`config.mk`:
```
export PLATFORM = sky130hd
export DESIGN_NAME = mii_64b66b_encoder
export DESIGN_NICKNAME = d
export VERILOG_FILES = /design/src/rtl/mii_pcs_pkg.sv /design/src/rtl/mii_block_classifier.sv /design/src/rtl/mii_64b66b_encoder.sv
export SDC_FILE = /design/constraint.sdc
export NUM_CORES = 1
export LEC_CHECK = 0
export BUFFER_PORTS_ARGS = -buffer_cell sky130_fd_sc_hd__buf_2
export CAP_MARGIN = 10
export CORE_MARGIN = 2
export CORE_UTILIZATION = 48
export DETAILED_ROUTE_END_ITERATION = 8
export PLACE_DENSITY = 0.77
export SLEW_MARGIN = 20
export SYNTH_ARGS = -nofsm -noshare
export SYNTH_HDL_FRONTEND = slang
export SYNTH_SLANG_ARGS = --single-unit
```
`constraint.sdc`:
```
create_clock -name clk -period 3.5 [get_ports clk]
set_clock_uncertainty 0.1 [all_clocks]
set_input_delay 1.05 -clock clk [delete_from_list [all_inputs] [get_ports clk]]
set_output_delay 1.05 -clock clk [all_outputs]
set_load 0.02 [all_outputs]
```
`src/rtl/mii_pcs_pkg.sv`:
```
// Shared constants and types for the MII to 64b/66b PCS transmit encoder.
// Holds the transmit state encoding, block classes, sync headers and block-type codes.
package mii_pcs_pkg;

   typedef enum logic [2:0] {TX_INIT, TX_C, TX_D, TX_T, TX_E} tx_state_e;
   typedef enum logic [2:0] {BLK_C, BLK_S, BLK_D, BLK_T, BLK_E} blk_class_e;

   localparam logic [1:0] SYNC_DATA = 2'b01;
   localparam logic [1:0] SYNC_CTRL = 2'b10;

   localparam logic [7:0] MII_IDLE  = 8'h07;
   localparam logic [7:0] MII_START = 8'hFB;
   localparam logic [7:0] MII_TERM  = 8'hFD;

   localparam logic [6:0] CODE_IDLE = 7'h00;
   localparam logic [6:0] CODE_ERR  = 7'h1E;

   localparam logic [7:0] BT_CTRL  = 8'h1E;
   localparam logic [7:0] BT_START = 8'h78;
   localparam logic [7:0] BT_T0    = 8'h87;
   localparam logic [7:0] BT_T1    = 8'h99;
   localparam logic [7:0] BT_T2    = 8'hAA;
   localparam logic [7:0] BT_T3    = 8'hB4;
   localparam logic [7:0] BT_T4    = 8'hCC;
   localparam logic [7:0] BT_T5    = 8'hD2;
   localparam logic [7:0] BT_T6    = 8'hE1;
   localparam logic [7:0] BT_T7    = 8'hFF;

   function automatic logic [7:0] term_type(input logic [2:0] k);
      logic [7:0] t;
      unique case (k)
         3'd0:    t = BT_T0;
         3'd1:    t = BT_T1;
         3'd2:    t = BT_T2;
         3'd3:    t = BT_T3;
         3'd4:    t = BT_T4;
         3'd5:    t = BT_T5;
         3'd6:    t = BT_T6;
         default: t = BT_T7;
      endcase
      return t;
   endfunction

endpackage

```
`src/rtl/mii_block_classifier.sv`:
```
// Combinational classifier: sorts one MII word into C/S/D/Tk/E and reports the
// terminate lane k for Tk words.
module mii_block_classifier
   import mii_pcs_pkg::*;
#(
   parameter int DATA_WIDTH = 64,
   parameter int CTRL_WIDTH = DATA_WIDTH / 8
) (
   input  logic [DATA_WIDTH-1:0] i_tx_data,
   input  logic [CTRL_WIDTH-1:0] i_tx_ctrl,
   output blk_class_e            o_class,
   output logic [2:0]            o_term_lane
);

   logic                  w_all_idle;
   logic [CTRL_WIDTH-1:0] w_term_hit;

   always_comb begin
      logic v_match;
      w_all_idle = 1'b1;
      for (int l = 0; l < CTRL_WIDTH; l++) begin
         if (i_tx_data[8*l +: 8] != MII_IDLE) w_all_idle = 1'b0;
      end
      // Tk: data lanes below k, FD at k, idle control characters above k
      for (int k = 0; k < CTRL_WIDTH; k++) begin
         v_match = (i_tx_data[8*k +: 8] == MII_TERM);
         for (int l = 0; l < CTRL_WIDTH; l++) begin
            if (l < k) begin
               v_match = v_match & ~i_tx_ctrl[l];
            end else if (l == k) begin
               v_match = v_match & i_tx_ctrl[l];
            end else begin
               v_match = v_match & i_tx_ctrl[l] & (i_tx_data[8*l +: 8] == MII_IDLE);
            end
         end
         w_term_hit[k] = v_match;
      end
   end

   always_comb begin
      o_term_lane = 3'd0;
      for (int k = 0; k < CTRL_WIDTH; k++) begin
         if (w_term_hit[k]) o_term_lane = 3'(k);
      end
      if ((&i_tx_ctrl) && w_all_idle) begin
         o_class = BLK_C;
      end else if ((i_tx_ctrl == CTRL_WIDTH'(1)) && (i_tx_data[7:0] == MII_START)) begin
         o_class = BLK_S;
      end else if (i_tx_ctrl == '0) begin
         o_class = BLK_D;
      end else if (|w_term_hit) begin
         o_class = BLK_T;
      end else begin
         o_class = BLK_E;
      end
   end

endmodule

```
`src/rtl/mii_64b66b_encoder.sv`:
```
// MII to 64b/66b transmit encoder: classifies each valid word, tracks the
// transmit state machine and emits one registered 66-bit block per word.
module mii_64b66b_encoder
   import mii_pcs_pkg::*;
#(
   parameter int DATA_WIDTH    = 64,
   parameter int CTRL_WIDTH    = DATA_WIDTH / 8,
   parameter int ERR_CNT_WIDTH = 16
) (
   input  logic                     clk,
   input  logic                     i_rst_n,
   input  logic                     i_valid,
   input  logic [DATA_WIDTH-1:0]    i_tx_data,
   input  logic [CTRL_WIDTH-1:0]    i_tx_ctrl,
   output logic                     o_valid,
   output logic [65:0]              o_tx_coded,
   output logic [ERR_CNT_WIDTH-1:0] o_err_count
);

   tx_state_e                r_state;
   tx_state_e                w_state_d;
   logic                     r_valid;
   logic [65:0]              r_coded;
   logic [65:0]              w_block;
   logic [55:0]              w_payload;
   logic [ERR_CNT_WIDTH-1:0] r_err_cnt;
   logic                     w_is_err;
   blk_class_e               w_class;
   logic [2:0]               w_term_lane;

   mii_block_classifier #(
      .DATA_WIDTH (DATA_WIDTH),
      .CTRL_WIDTH (CTRL_WIDTH)
   ) u_classifier (
      .i_tx_data   (i_tx_data),
      .i_tx_ctrl   (i_tx_ctrl),
      .o_class     (w_class),
      .o_term_lane (w_term_lane)
   );

   always_comb begin
      w_state_d = r_state;
      unique case (r_state)
         TX_INIT, TX_C, TX_T: begin
            if (w_class == BLK_C)      w_state_d = TX_C;
            else if (w_class == BLK_S) w_state_d = TX_D;
            else                       w_state_d = TX_E;
         end
         TX_D: begin
            if (w_class == BLK_D)      w_state_d = TX_D;
            else if (w_class == BLK_T) w_state_d = TX_T;
            else                       w_state_d = TX_E;
         end
         TX_E: begin
            if (w_class == BLK_C)      w_state_d = TX_C;
            else if (w_class == BLK_D) w_state_d = TX_D;
            else if (w_class == BLK_T) w_state_d = TX_T;
            else                       w_state_d = TX_E;
         end
         default: w_state_d = TX_E;
      endcase
   end

   always_comb begin
      w_is_err  = (w_state_d == TX_E);
      w_payload = '0;
      w_block   = {{8{CODE_IDLE}}, BT_CTRL, SYNC_CTRL};
      if (w_is_err) begin
         w_block = {{8{CODE_ERR}}, BT_CTRL, SYNC_CTRL};
      end else begin
         unique case (w_class)
            BLK_D: w_block = {i_tx_data, SYNC_DATA};
            BLK_S: w_block = {i_tx_data[63:8], BT_START, SYNC_CTRL};
            BLK_T: begin
               // pad and trailing control codes are all zero, so only data lanes matter
               for (int l = 0; l < 7; l++) begin
                  if (l < int'(w_term_lane)) w_payload[8*l +: 8] = i_tx_data[8*l +: 8];
               end
               w_block = {w_payload, term_type(w_term_lane), SYNC_CTRL};
            end
            default: w_block = {{8{CODE_IDLE}}, BT_CTRL, SYNC_CTRL};
         endcase
      end
   end

   always_ff @(posedge clk or negedge i_rst_n) begin
      if (!i_rst_n) begin
         r_state   <= TX_INIT;
         r_valid   <= 1'b0;
         r_coded   <= '0;
         r_err_cnt <= '0;
      end else if (i_valid) begin
         r_state <= w_state_d;
         r_valid <= 1'b1;
         r_coded <= w_block;
         if (w_is_err && (r_err_cnt != '1)) r_err_cnt <= r_err_cnt + 1'b1;
      end else begin
         r_valid <= 1'b0;
      end
   end

   assign o_valid     = r_valid;
   assign o_tx_coded  = r_coded;
   assign o_err_count = r_err_cnt;

endmodule
```
==> impl_metrics.tcl, run 1 <==
set metrics [dict create \
    async_reset_ff_share_pct 100 \
    cts_sinks 86 \
    dp.cells 947 \
    synth_top_area_share_pct 43.8 \
    route.met2.wl_um 9910 \
    port_buffers 157 \
    holdPathStages 1 \
    fin_crit_sh_pct 103 \
    globalplace.congestion 0.992 \
    syn_area_per_cell_um2 9.17 \
    numCtsBuffers 9 \
    violations "negative setup slack" \
    ioPinCount 158 \
    overflow 0 \
    rrSetupSlack_ns 0.87 \
    initialDrtViolationCount 494 \
    regArea_um2 2150 \
    final_antenna_net_count 0 \
    r2r-start "r_state[2]$_DFFE_PN0P_" \
    nets 934 \
    drt_first_pass_iters 5 \
    rsz0062_at_grt "yes" \
    rows 36 \
    place_hpwl_um 13700 \
    drc_errors 0 \
    clock_path_buffers 2 \
    fin_ws_ns -0.114 \
    dieWidth_um 105 \
    yosys.area.top_type "dfrtp_1" \
    drive_gt1_share_pct 50.6 \
    fin_tns_setup_ns -3.79 \
    grt_pass1_wl_um 28200 \
    fin_util_pct 80.7 \
    cp_data_required_time_ns 3.64 \
    synth_nets 616 \
    via_per_inst 5.94 \
    hold_path_startpoint "o_err_count[10]$_DFFE_PN0P_" \
    yosysSeqAreaShare_pct 43.8 \
    yosysWarnings 0 \
    fp.dieH_um 105 \
    leakage_nw 3.59 \
    maxCapViolations 0 \
    grt_pass1_vias 5504 \
    route.detailed.wl_per_inst_um 20.3 \
    p_per_area_nw_per_um2 357 \
    dieArea_um2 11100 \
    m1WireLength_um 8030 \
    grt_max_degree 87 \
    root_buffer "clkbuf_8" \
    worstRegToRegCells 10 \
    coreArea_um2 9860 \
    ys_seq_elements 86 \
    route.met3.wl_um 1680 \
    initial_core_util_pct 49.8 \
    whs_ns 0.401 \
    syn_area_um2 4910 \
    max-vdd-ir-drop_mv 0.405 \
    worstPathArrival_ns 3.76 \
    top_layer "met4" \
    wl_um 20200 \
    slew_violations 0 \
    cts_tree "built" \
    end_kind "flop" \
    holdPathEnd "o_err_count[10]$_DFFE_PN0P_" \
    r2r-end "o_err_count[9]$_DFFE_PN0P_" \
    areaGrowthSynthToFinish_pct 62.2 \
    status "finished with violations" \
    synth_edf_count 0 \
    critical_path_class "input port to flop" \
    worstMarginPinSlew_ns 0.793 \
    insertion_delay_ns 0.36 \
    antenna_found_initial 0 \
    synth_cell_type_count 62 \
    antenna_cells 0 \
    ys.flop_type "dfrtp_1" \
    hp-class "flop to flop" \
    final_hold_viol_count 0 \
    track_usage_pct 32.2 \
    htree_levels 3 \
    multi_input_area_um2 3080 \
    finalSetupViolCount 69 \
    slew_headroom_pct 47.1 \
    path_max_fanout 6 \
    routed-via-count 5888 \
    synthTopCellsByArea "dfrtp_1 44%, nand2_1 5.7%, a221o_1 4.3%" \
    min_period_ns 3.61 \
    start_kind "input port" \
    final.fill_count 650 \
    clkTransAtPathRegs_ns 0.10 \
    max_clock_freq_mhz 277 \
    syn_inst 535 \
    fin_cells 991 \
]
-- logic make-up (layout without fill, tap and decap cells) --
kind of cell	after synthesis	in the layout	synth area share (%)
simple gates	260	260	28.2
compound gates	127	128	19.9
flops	86	86	43.8
buf+inv	39	361	3.44
xor+xnor	16	16	2.86
fa+ha+maj	6	6	1.53
mux	1	1	0.229
-- power by group --
group	switching (mW)	internal [mW]	total [mW]
clock	0.406	0.339	0.745
combinational	0.502	0.384	0.886
sequential	0.0947	1.11	1.21
total	1.00	1.84	2.84
-- cells in the mapped netlist (all sizes together) (10+ instances only) --
library cell	instances
inv	17
buf	10
nor3	15
xor2	14
nand4	10
a31oi	21
dfrtp	86
clkbuf	12
o21ai	11
a221o	21
a21oi	22
nand3	13
nor4	11
a22oi	18
nand2	75
nor2b	22
nor2	56
-- registers in the layout, indices dropped and copies added (netlist names) --
signal	cells
o_err_count	16
o_valid	1
r_state	3
o_tx_coded	66
-- through the flow --
stage,setup slack (ns),area (µm²),total power [mW]
2_1_floorplan,-0.264,4950,1.56
3_3_place_gp,-0.677,6930,1.91
3_5_place_dp,-0.720,6930,1.94
4_1_cts,-0.0489,7300,2.67
5_1_grt,-0.174,7960,2.95
6_report,-0.114,7960,2.84
-- placed cells by master, fill, tap and decap left out, types with 5 or more instances in the layout --
cell type | synthesis | layout
buf_4 | 0 | 148
a221o_1 | 21 | 21
nor3_1 | 15 | 9
nand4b_1 | 8 | 8
a31oi_1 | 21 | 9
nor2_1 | 56 | 50
clkbuf_16 | 0 | 5
o21ai_0 | 10 | 8
and3_1 | 7 | 5
xor2_1 | 14 | 14
dfrtp_1 | 86 | 86
clkbuf_8 | 0 | 9
or4_4 | 3 | 5
nand2_1 | 75 | 71
a22oi_1 | 18 | 18
a31oi_4 | 0 | 11
a21oi_2 | 2 | 17
buf_2 | 6 | 152
nand4_1 | 10 | 10
inv_1 | 17 | 16
nor2b_1 | 22 | 22
buf_12 | 0 | 5
nand3_1 | 13 | 13
o22ai_1 | 6 | 6
buf_6 | 2 | 17
-- worst max-delay path, stage by stage --
cell and delay (ns):
buf_6 0.09, or4_4 0.55, buf_6 0.14, or4_4 0.44, nor4_4 0.22, buf_4 0.18
buf_6 0.09, o21a_4 0.12, buf_6 0.11, or4b_4 0.13, and3_4 0.33, clkbuf_16 0.21
a31oi_1 0.09
-- area by class of cell --
class                   count  area share (%)
well taps                 133            2.09
repair buffers            328            28.9
flip-flops and latches     86            27.0
inverters                  17           0.801
multi-input cells         411            38.6
clock buffers               9            1.56
clock inverters             7           0.990
-- layer usage --
layer | vias to the layer above | track usage [%]
met1 | 2897 | 43.7
met3 | 49 | 5.74
met2 | 315 | 52.4
met5 | - | 0
met4 | 0 | 10.5
li1 | 2627 | -
-- repair_timing --
action | 4_1_cts | 5_1_grt
setup endpoints to repair | 35 | 71
resized for setup | 16 | 77
pin swaps | 16 | 27
hold buffers | 0 | 0
gates cloned | 1 | 6
setup buffers | 9 | 12
-- how the worst max path moves through the flow --
stage / from / endpoint / slack, ns / cells after the start
6_report: i_tx_data[59] / o_tx_coded[26]$_DFFE_PN0P_ / -0.11 / 13
5_1_grt: i_tx_data[59] / o_tx_coded[4]$_DFFE_PN0P_ / -0.17 / 13
4_1_cts: i_tx_data[59] / o_tx_coded[3]$_DFFE_PN0P_ / -0.05 / 13
3_5_place_dp: i_tx_data[59] / o_tx_coded[16]$_DFFE_PN0P_ / -0.72 / 10
3_3_place_gp: i_tx_data[59] / o_tx_coded[15]$_DFFE_PN0P_ / -0.68 / 10
2_1_floorplan: i_tx_data[59] / o_tx_coded[4]$_DFFE_PN0P_ / -0.26 / 11
(Power assumes the default switching activity.)
==> run 2: changes to the inputs <==
- CORE_ASPECT_RATIO: default -> 0.7
==> impl_metrics.tcl, run 2 (synthesized netlist as in run 1, its figures left out) <==
set metrics [dict create \
    status "finished with violations" \
    violations "negative setup slack" \
    dp_slack_ns -0.779 \
    p_per_area_nw_per_um2 388 \
    mostFrequentLayoutCells "157 x buf_4, 152 x buf_2, 86 x dfrtp_1, 73 x nand2_1, 52 x nor2_1" \
    fin_cells 998 \
    p_int_mw 2.12 \
    cts_sinks 86 \
    critical_path_class "input port to flop" \
    clkTransAtPathRegs_ns 0.07 \
    placed_area_um2 7000 \
    r2r-end "o_err_count[10]$_DFFE_PN0P_" \
    seq_power_share_pct 38.5 \
    slew_headroom_pct 45.5 \
    drive_gt1_share_pct 50.3 \
    worstPathArrival_ns 3.80 \
    initialDrtViolationCount 724 \
    dieArea_um2 11100 \
    leakage_nw 3.69 \
    antenna_cells 0 \
    end_kind "flop" \
    cts_tree "built" \
    final_antenna_net_count 0 \
    hp-class "flop to flop" \
    total_power_mw 3.15 \
    htree_levels 3 \
    coreArea_um2 9830 \
    dieWidth_um 125 \
    clock_path_buffers 2 \
    worstRegToRegCells 8 \
    worstMarginPinSlew_ns 0.817 \
    max-vdd-ir-drop_mv 0.325 \
    fp.dieH_um 88.6 \
    largest_reg_flops 66 \
    min_period_ns 3.69 \
    numCtsBuffers 9 \
    slew_violations 0 \
    final_area_um2 8110 \
    wl_um 21000 \
    switching_share_pct 32.7 \
    rows 30 \
    globalplace.congestion 0.970 \
    fin_crit_sh_pct 105 \
    routed-via-count 6058 \
    grt_pass1_vias 5548 \
    cp_data_required_time_ns 3.61 \
    route.detailed.wl_per_inst_um 21.0 \
    finalSetupViolCount 71 \
    fin_util_pct 82.4 \
    holdBufCountCts 0 \
    antenna_found_initial 0 \
    rsz0062_at_grt "yes" \
    endpoint "o_tx_coded[7]$_DFFE_PN0P_" \
    grt_pass1_wl_um 30100 \
    crit_start "i_tx_data[59]" \
    root_buffer "clkbuf_16" \
    final_common_cell "buf_4" \
    track_usage_pct 35.4 \
    rrSetupSlack_ns 0.98 \
    drc_errors 0 \
    final_hold_viol_count 0 \
    path_max_fanout 3 \
    fin_ws_ns -0.188 \
    ioPinCount 158 \
    via_per_inst 6.07 \
    insertion_delay_ns 0.35 \
    port_buffers 157 \
    max_clock_freq_mhz 271 \
    power_switching_mw 1.03 \
    dp.cells 953 \
    start_kind "input port" \
    comb_power_share_pct 27.4 \
    areaGrowthSynthToFinish_pct 65.2 \
    initial_core_util_pct 49.9 \
    power.share.clock_pct 34.1 \
    nets 946 \
    drt_first_pass_iters 5 \
    r2r-start "r_state[2]$_DFFE_PN0P_" \
    grt_max_degree 87 \
    place_hpwl_um 14500 \
    overflow 0 \
    maxCapViolations 0 \
]
==> run 2: power by group through the flow <==
| stage | Combinational, mW | Sequential (mW) | Clock [mW] |
|---|---|---|---|
| 6_report | 0.864 | 1.21 | 1.07 |
| 2_1_floorplan | 0.194 | 1.36 | 0 |
| 5_1_grt | 0.918 | 1.23 | 1.12 |
| 4_1_cts | 0.737 | 1.21 | 1.08 |
| 3_3_place_gp | 0.708 | 1.21 | 0 |
| 3_5_place_dp | 0.722 | 1.23 | 0 |
==> run 2: worst min-delay path by stage <==
stage                                           start                          end  slack, ns  depth (start not counted)
after detailed placement   o_err_count[7]$_DFFE_PN0P_   o_err_count[7]$_DFFE_PN0P_       0.38                          1
after CTS                  o_err_count[7]$_DFFE_PN0P_   o_err_count[7]$_DFFE_PN0P_       0.39                          1
after floorplan                r_state[2]$_DFFE_PN0P_       r_state[2]$_DFFE_PN0P_       0.48                          2
after global placement    o_err_count[10]$_DFFE_PN0P_  o_err_count[10]$_DFFE_PN0P_       0.37                          1
final                      o_err_count[7]$_DFFE_PN0P_   o_err_count[7]$_DFFE_PN0P_       0.39                          1
after global routing       o_err_count[4]$_DFFE_PN0P_   o_err_count[4]$_DFFE_PN0P_       0.41                          1
==> run 2: per-layer routing <==
metal | up-vias | part of all wire [%] | global-route usage (%)
li1 | 2656 | - | -
met5 | - | 0 | 0
met3 | 49 | 11 | 9.43
met1 | 2944 | 43 | 52.2
met2 | 409 | 44 | 52.2
met4 | 0 | 2.3 | 9.60
==> run 2: per-stage QoR <==
stage / hold WS (ns) / setup TNS [ns]
after floorplan: 0.475 / -2.66
after global placement: 0.370 / -42.11
after detailed placement: 0.378 / -40.84
after CTS: 0.390 / -2.45
after global routing: 0.411 / -9.27
final: 0.387 / -6.15
==> run 2: timing repair <==
| action | 4_1_cts | 5_1_grt |
|---|---|---|
| gates cloned | 1 | 5 |
| resized for setup | 49 | 43 |
| buffers inserted | 12 | 12 |
| pin swaps | 26 | 26 |
| endpoints found under the setup margin | 77 | 79 |
==> run 2: worst max-delay path, cell delays in order <==
cell	delay, ns
buf_6	0.09
or4_4	0.57
buf_6	0.14
or4_4	0.44
buf_4	0.16
or4_1	0.53
nor2_1	0.18
or3_4	0.18
nor3_4	0.04
o311ai_2	0.28
o21ai_1	0.13
==> run 2: final cells by class <==
type                            count  area [µm²]
Multi-Input combinational cell    411        3020
Inverter                           17        63.8
Tap cell                          128         160
Sequential cell                    86        2150
Fill cell                         619        1730
Clock inverter                      7         104
Clock buffer                        9         225
Timing Repair Buffer              340        2380
